`config.mk`:
```
export PLATFORM = sky130hd
export DESIGN_NAME = dmem_bank_sized
export DESIGN_NICKNAME = d
export VERILOG_FILES = /design/src/rtl/dmem_bank_sized.sv
export SDC_FILE = /design/constraint.sdc
export NUM_CORES = 2
export LEC_CHECK = 0
export ABC_AREA = 1
export CAP_MARGIN = 25
export CORE_MARGIN = 3
export CORE_UTILIZATION = 55
export DETAILED_ROUTE_END_ITERATION = 8
export PLACE_DENSITY = 0.75
export REMOVE_ABC_BUFFERS = 1
export SLEW_MARGIN = 20
export SYNTH_ARGS = -nofsm -noshare
export SYNTH_HDL_FRONTEND = slang
export SYNTH_SLANG_ARGS = --single-unit
```
`constraint.sdc`:
```
create_clock -name clk -period 5.7 [get_ports clk]
set_input_delay 1.14 -clock clk [delete_from_list [all_inputs] [get_ports clk]]
set_output_delay 1.14 -clock clk [all_outputs]
set_load 0.02 [all_outputs]
```
`src/rtl/dmem_bank_sized.sv`:
```
// Synchronous sized data memory: byte/half/word access, fault flagging and
// a power-up fill sequencer that writes mem[i] = i*INIT_STEP after every reset.
//
// state   | meaning
// --------+---------------------------------------------------------------
// ST_INIT | filling one word per clock, requests refused (req_ready = 0)
// ST_RUN  | accepting one request per clock, fixed one-cycle response
`timescale 1ns/1ps
module dmem_bank_sized #(
  parameter int ADDR_W    = 8,
  parameter int DEPTH     = 64,
  parameter int INIT_STEP = 10
) (
  input  logic              clk,
  input  logic              rst_n,
  input  logic              req_valid,
  output logic              req_ready,
  input  logic              req_we,
  input  logic [1:0]        req_size,
  input  logic              req_unsigned,
  input  logic [ADDR_W-1:0] req_addr,
  input  logic [31:0]       req_wdata,
  output logic              rsp_valid,
  output logic [31:0]       rsp_rdata,
  output logic              rsp_err,
  output logic              init_done
);

  localparam int IDX_W = (DEPTH > 1) ? $clog2(DEPTH) : 1;

  typedef enum logic {ST_INIT, ST_RUN} state_t;

  state_t            r_state;
  logic [IDX_W-1:0]  r_idx;
  logic              r_run;
  logic              r_rsp_valid;
  logic [31:0]       r_rsp_rdata;
  logic              r_rsp_err;
  logic [31:0]       r_mem [DEPTH];

  logic [ADDR_W-3:0] w_word;
  logic [IDX_W-1:0]  w_widx;
  logic [1:0]        w_lane;
  logic              w_fault;
  logic              w_accept;
  logic [31:0]       w_rd;
  logic [7:0]        w_byte;
  logic [15:0]       w_half;
  logic [31:0]       w_load;
  logic [31:0]       w_wrep;
  logic [3:0]        w_be;
  logic [31:0]       w_merged;
  logic [31:0]       w_init;

  assign w_word   = req_addr[ADDR_W-1:2];
  assign w_widx   = w_word[IDX_W-1:0];
  assign w_lane   = req_addr[1:0];
  assign w_accept = req_valid & r_run;
  assign w_init   = 32'(r_idx) * 32'(INIT_STEP);

  assign w_fault = (req_size == 2'b11)
                 | ((req_size == 2'b01) & req_addr[0])
                 | ((req_size == 2'b10) & (|req_addr[1:0]))
                 | (32'(w_word) >= 32'(DEPTH));

  // Out-of-range reads are harmless: the result is discarded on a fault.
  assign w_rd   = r_mem[w_widx];
  assign w_byte = w_rd[{w_lane, 3'b000} +: 8];
  assign w_half = w_rd[{w_lane[1], 4'b0000} +: 16];

  always_comb begin
    w_load = '0;
    case (req_size)
      2'b00:   w_load = {{24{~req_unsigned & w_byte[7]}}, w_byte};
      2'b01:   w_load = {{16{~req_unsigned & w_half[15]}}, w_half};
      2'b10:   w_load = w_rd;
      default: w_load = '0;
    endcase
  end

  always_comb begin
    w_wrep = req_wdata;
    w_be   = 4'b0000;
    case (req_size)
      2'b00: begin
        w_wrep = {4{req_wdata[7:0]}};
        w_be   = 4'b0001 << w_lane;
      end
      2'b01: begin
        w_wrep = {2{req_wdata[15:0]}};
        w_be   = req_addr[1] ? 4'b1100 : 4'b0011;
      end
      2'b10: begin
        w_wrep = req_wdata;
        w_be   = 4'b1111;
      end
      default: begin
        w_wrep = req_wdata;
        w_be   = 4'b0000;
      end
    endcase
    w_merged = w_rd;
    for (int b = 0; b < 4; b++) begin
      if (w_be[b]) w_merged[8*b +: 8] = w_wrep[8*b +: 8];
    end
  end

  // Array is not reset; the fill sequence owns its contents after reset.
  always_ff @(posedge clk) begin
    if (r_state == ST_INIT) begin
      r_mem[r_idx] <= w_init;
    end else if (w_accept & req_we & ~w_fault) begin
      r_mem[w_widx] <= w_merged;
    end
  end

  always_ff @(posedge clk or negedge rst_n) begin
    if (!rst_n) begin
      r_state     <= ST_INIT;
      r_idx       <= '0;
      r_run       <= 1'b0;
      r_rsp_valid <= 1'b0;
      r_rsp_rdata <= '0;
      r_rsp_err   <= 1'b0;
    end else begin
      case (r_state)
        ST_INIT: begin
          r_rsp_valid <= 1'b0;
          if (32'(r_idx) == 32'(DEPTH - 1)) begin
            r_state <= ST_RUN;
            r_run   <= 1'b1;
          end else begin
            r_idx <= r_idx + 1'b1;
          end
        end
        ST_RUN: begin
          r_rsp_valid <= w_accept;
          if (w_accept) begin
            r_rsp_err   <= w_fault;
            r_rsp_rdata <= (w_fault | req_we) ? 32'h0 : w_load;
          end
        end
        default: r_state <= ST_INIT;
      endcase
    end
  end

  assign req_ready = r_run;
  assign init_done = r_run;
  assign rsp_valid = r_rsp_valid;
  assign rsp_rdata = r_rsp_rdata;
  assign rsp_err   = r_rsp_err;

endmodule

```
==> run metrics <==
WL final=~240000 microns; placement row count=between 100 and 150; Worst Path Arrival=5150 ps; initial core utilization=0.555; antenna viol nets, final=0; H-Tree Depth=4; Synth Flop Type=edfxtp_1; Async SR Flop Fraction=0.0201; area of the mapped netlist=about 85000 sq um; fillers=approximately 11000; Bufs and invs on worst path=5; Worst EP required=6210 ps; area of the multi-input gates=between 20000 and 25000 sq um; WL/cell=about 26 microns; antenna cell count=0; Syn-to-layout area delta=12.6%; reg2reg path depth=9; EDFF count, synth=just over 2000; worst skew pair latency=approximately 820 ps; Critical Path Source Type=input pin; flops & latches, synth=about 2100; cells resized by post-CTS repair=0; Iter 0 DRT Violations=8497; skew final=roughly 25 ps; Setup Buffers After CTS=0; RSZ-0062 raised after global routing=false; Distinct cells, synth=38; DRC=0; TritonRoute pass-1 iters=6; layout cells sized above 1=0.0909; antenna violations before repair=5; TritonCTS Buffers=193; first-pass GRT wire length=roughly 350000 microns; Die Ht=398 microns; Hold Violations, Final=0; CP max FO=19; Fmax=approximately 0.22 GHz; final-stage net count=around 7000; Final Wtd Congestion=between 0.9 and 1; PwrDens=roughly 320 nW/um^2; final setup TNS=0 ps; post-layout utilization of the core=0.625; CTS Hold Buffers Added=0; status=complete, no violations; Setup crit end kind=flop; IO Count=83; CP top delay family=buffers and inverters; YS warnings=0; critical path cell sequence=clkdlybuf4s50_1 > inv_2 > a21oi_1 > a21oi_1 > nand4_1 > nor2_2 > inv_2 > o21ai_2 > inv_2 > nor2_2 > nand3_2 > nor2_4 > buf_12; IO Port Bufs=a little over 80; slowest stage delay, CP=between 700 and 800 ps; post-synthesis sequential area ratio=0.740; VDD IR max=253 uV; WS Path Type=input pin to flop; FF/Latch Area=approximately 63000 sq um; Worst path slowest cell=clkdlybuf4s50_1; GRT Total Usage=0.296; Worst-path clk slew=60 ps; Avg Cell Area, Syn=between 10 and 15 sq um; post-route minimum period=around 4600 ps; period utilization=0.814; vias in the first global route=~55000; CTS tree=done; Post-DP HPWL=136000 microns; root buffer cell=clkbuf_16; max-cap viol count=0; Worst R2R Start=init_done$_DFFE_PN0P_; CTS sink cnt=about 2100; routed vias=57489; vias per cell=approximately 6.3; die area=approximately 160000 sq um; Die Span X=398 microns; Slew @ Worst Pin=1070 ps; Max-slew headroom=0.288; synthesized instance count=between 6000 and 7000; most numerous cell on the critical path=inv_2; largest net degree at the start of global routing=between 150 and 200; count of pins over their slew limit=0; core area=152000 sq um; Leak=between 30 and 40 nW; grt ovf=0; maximum buffer depth of the clock tree=3; # setup viols final=0; RR Endpoint=r_mem[25][5]$_DFFE_PP_; Worst R2R Setup Slack=between 2000 and 2500 ps; Tightest Hold Check Type=input pin to asynchronous set/reset pin
-- through the flow --
| stage | setup WS (ps) | hold WS (ps) | instance area, sq um | cells | power [mW] |
|---|---|---|---|---|---|
| after global routing | 887 | 347 | 95200 | 9126 | 31.6 |
| after global placement | 399 | 466 | 89100 | 8765 | 18.6 |
| final | 1060 | 338 | 95200 | 9126 | 30.8 |
| after detailed placement | 315 | 466 | 89100 | 8765 | 18.6 |
| after CTS | 1190 | 482 | 95200 | 9126 | 30.8 |
| after floorplan | -6730 | 512 | 82200 | 6399 | 17.8 |
-- how the worst max path moves through the flow --
stage                            from                       to  slack, ps  depth (start not counted)
after floorplan           req_addr[2]    r_mem[0][1]$_DFFE_PP_      -6730                          9
after global placement    req_size[1]  r_mem[25][18]$_DFFE_PP_        400                         13
after detailed placement  req_size[1]  r_mem[25][18]$_DFFE_PP_        310                         13
after CTS                 req_size[1]   r_mem[25][5]$_DFFE_PP_       1190                         13
after global routing      req_size[1]   r_mem[25][4]$_DFFE_PP_        890                         13
final                     req_size[1]   r_mem[25][5]$_DFFE_PP_       1060                         13
-- Yosys cell counts (2+ instances only) --
library cell / number / area share
edfxtp_1: 2048 / 0.73
nand2_1: 1139 / 0.051
nand3_1: 902 / 0.053
nor2_1: 795 / 0.035
o21ai_0: 710 / 0.042
o22ai_1: 349 / 0.026
clkbuf_1: 191 / 0.0085
buf_2: 162 / 0.0096
a21oi_1: 122 / 0.0072
inv_1: 110 / 0.0049
o21ai_1: 107 / 0.0063
buf_1: 52 / 0.0023
buf_4: 52 / 0.0046
dfrtp_1: 42 / 0.012
buf_6: 16 / 0.0021
ha_1: 9 / 0.0013
inv_2: 8 / 0.00036
nor4_1: 8 / 0.00059
o211ai_1: 7 / 0.00062
nand4_1: 6 / 0.00044
xor2_1: 6 / 0.00062
a211oi_1: 4 / 0.00036
clkinv_1: 4 / 0.00018
o21ai_2: 4 / 0.00041
nand3_2: 3 / 0.00036
a21o_1: 2 / 0.00018
nand2_2: 2 / 0.00015
o21ai_4: 2 / 0.00038
-- logic make-up (layout without fill, tap and decap cells) --
kind of cell	Yosys count	after routing	synth area share
fa+ha+maj	10	10	0.00157
buf+inv	595	819	0.0326
simple gates	2860	2860	0.141
compound gates	1310	1310	0.0837
flops	2090	2090	0.740
xor+xnor	7	7	0.000725
-- final cells by class --
| class | instances | share of cell area |
|---|---|---|
| Sequential cell | 2090 | 0.657 |
| Multi-Input combinational cell | 4187 | 0.211 |
| Clock buffer | 253 | 0.0548 |
| Timing Repair Buffer | 336 | 0.0361 |
| Tap cell | 2030 | 0.0267 |
| Clock inverter | 108 | 0.00898 |
| Inverter | 122 | 0.00510 |
-- routing by layer --
metal  up-vias  share of wire  global-route usage  wire length (microns)
met5         -       0.000072             0.00277                     17
met1     28072           0.37               0.404                  88900
met2      3762           0.45               0.445                 107000
met3       531           0.13              0.0886                  31700
met4         2          0.043               0.129                  10100
li1      25122              -                   -                      -
-- sequential cells by signal (all words and copies together), names as in the netlist --
register,cells
r_idx,6
rsp_rdata,32
rsp_err,1
init_done,1
rsp_valid,1
r_state,1
r_mem,2048
-- power breakdown --
| part | switching (mW) | internal, mW |
|---|---|---|
| Clock | 5.45 | 7.01 |
| Sequential | 0 | 16.6 |
| Combinational | 1.27 | 0.461 |
| Total | 6.72 | 24.1 |
-- worst register-to-register path, cell delays in order (launching register included) --
cell	delay, ps
dfrtp_1	680
nand4_1	220
nor2_2	190
inv_2	170
o21ai_2	410
inv_2	170
nor2_2	160
nand3_2	390
nor2_4	620
buf_12	270
-- placed cells by master, fill, tap and decap left out, drive strengths merged, types with 7 or more instances in the layout --
cell type / n
o22ai: 349
nor4: 8
o21ai: 823
inv: 123
a21oi: 123
bufinv: 13
dfrtp: 42
clkdlybuf4s50: 76
ha: 9
nand2: 1141
nand3: 905
clkbuf: 253
o211ai: 7
edfxtp: 2048
nor2: 797
buf: 260
clkinv: 88
No activity file was read; power rests on OpenSTA's default activity.
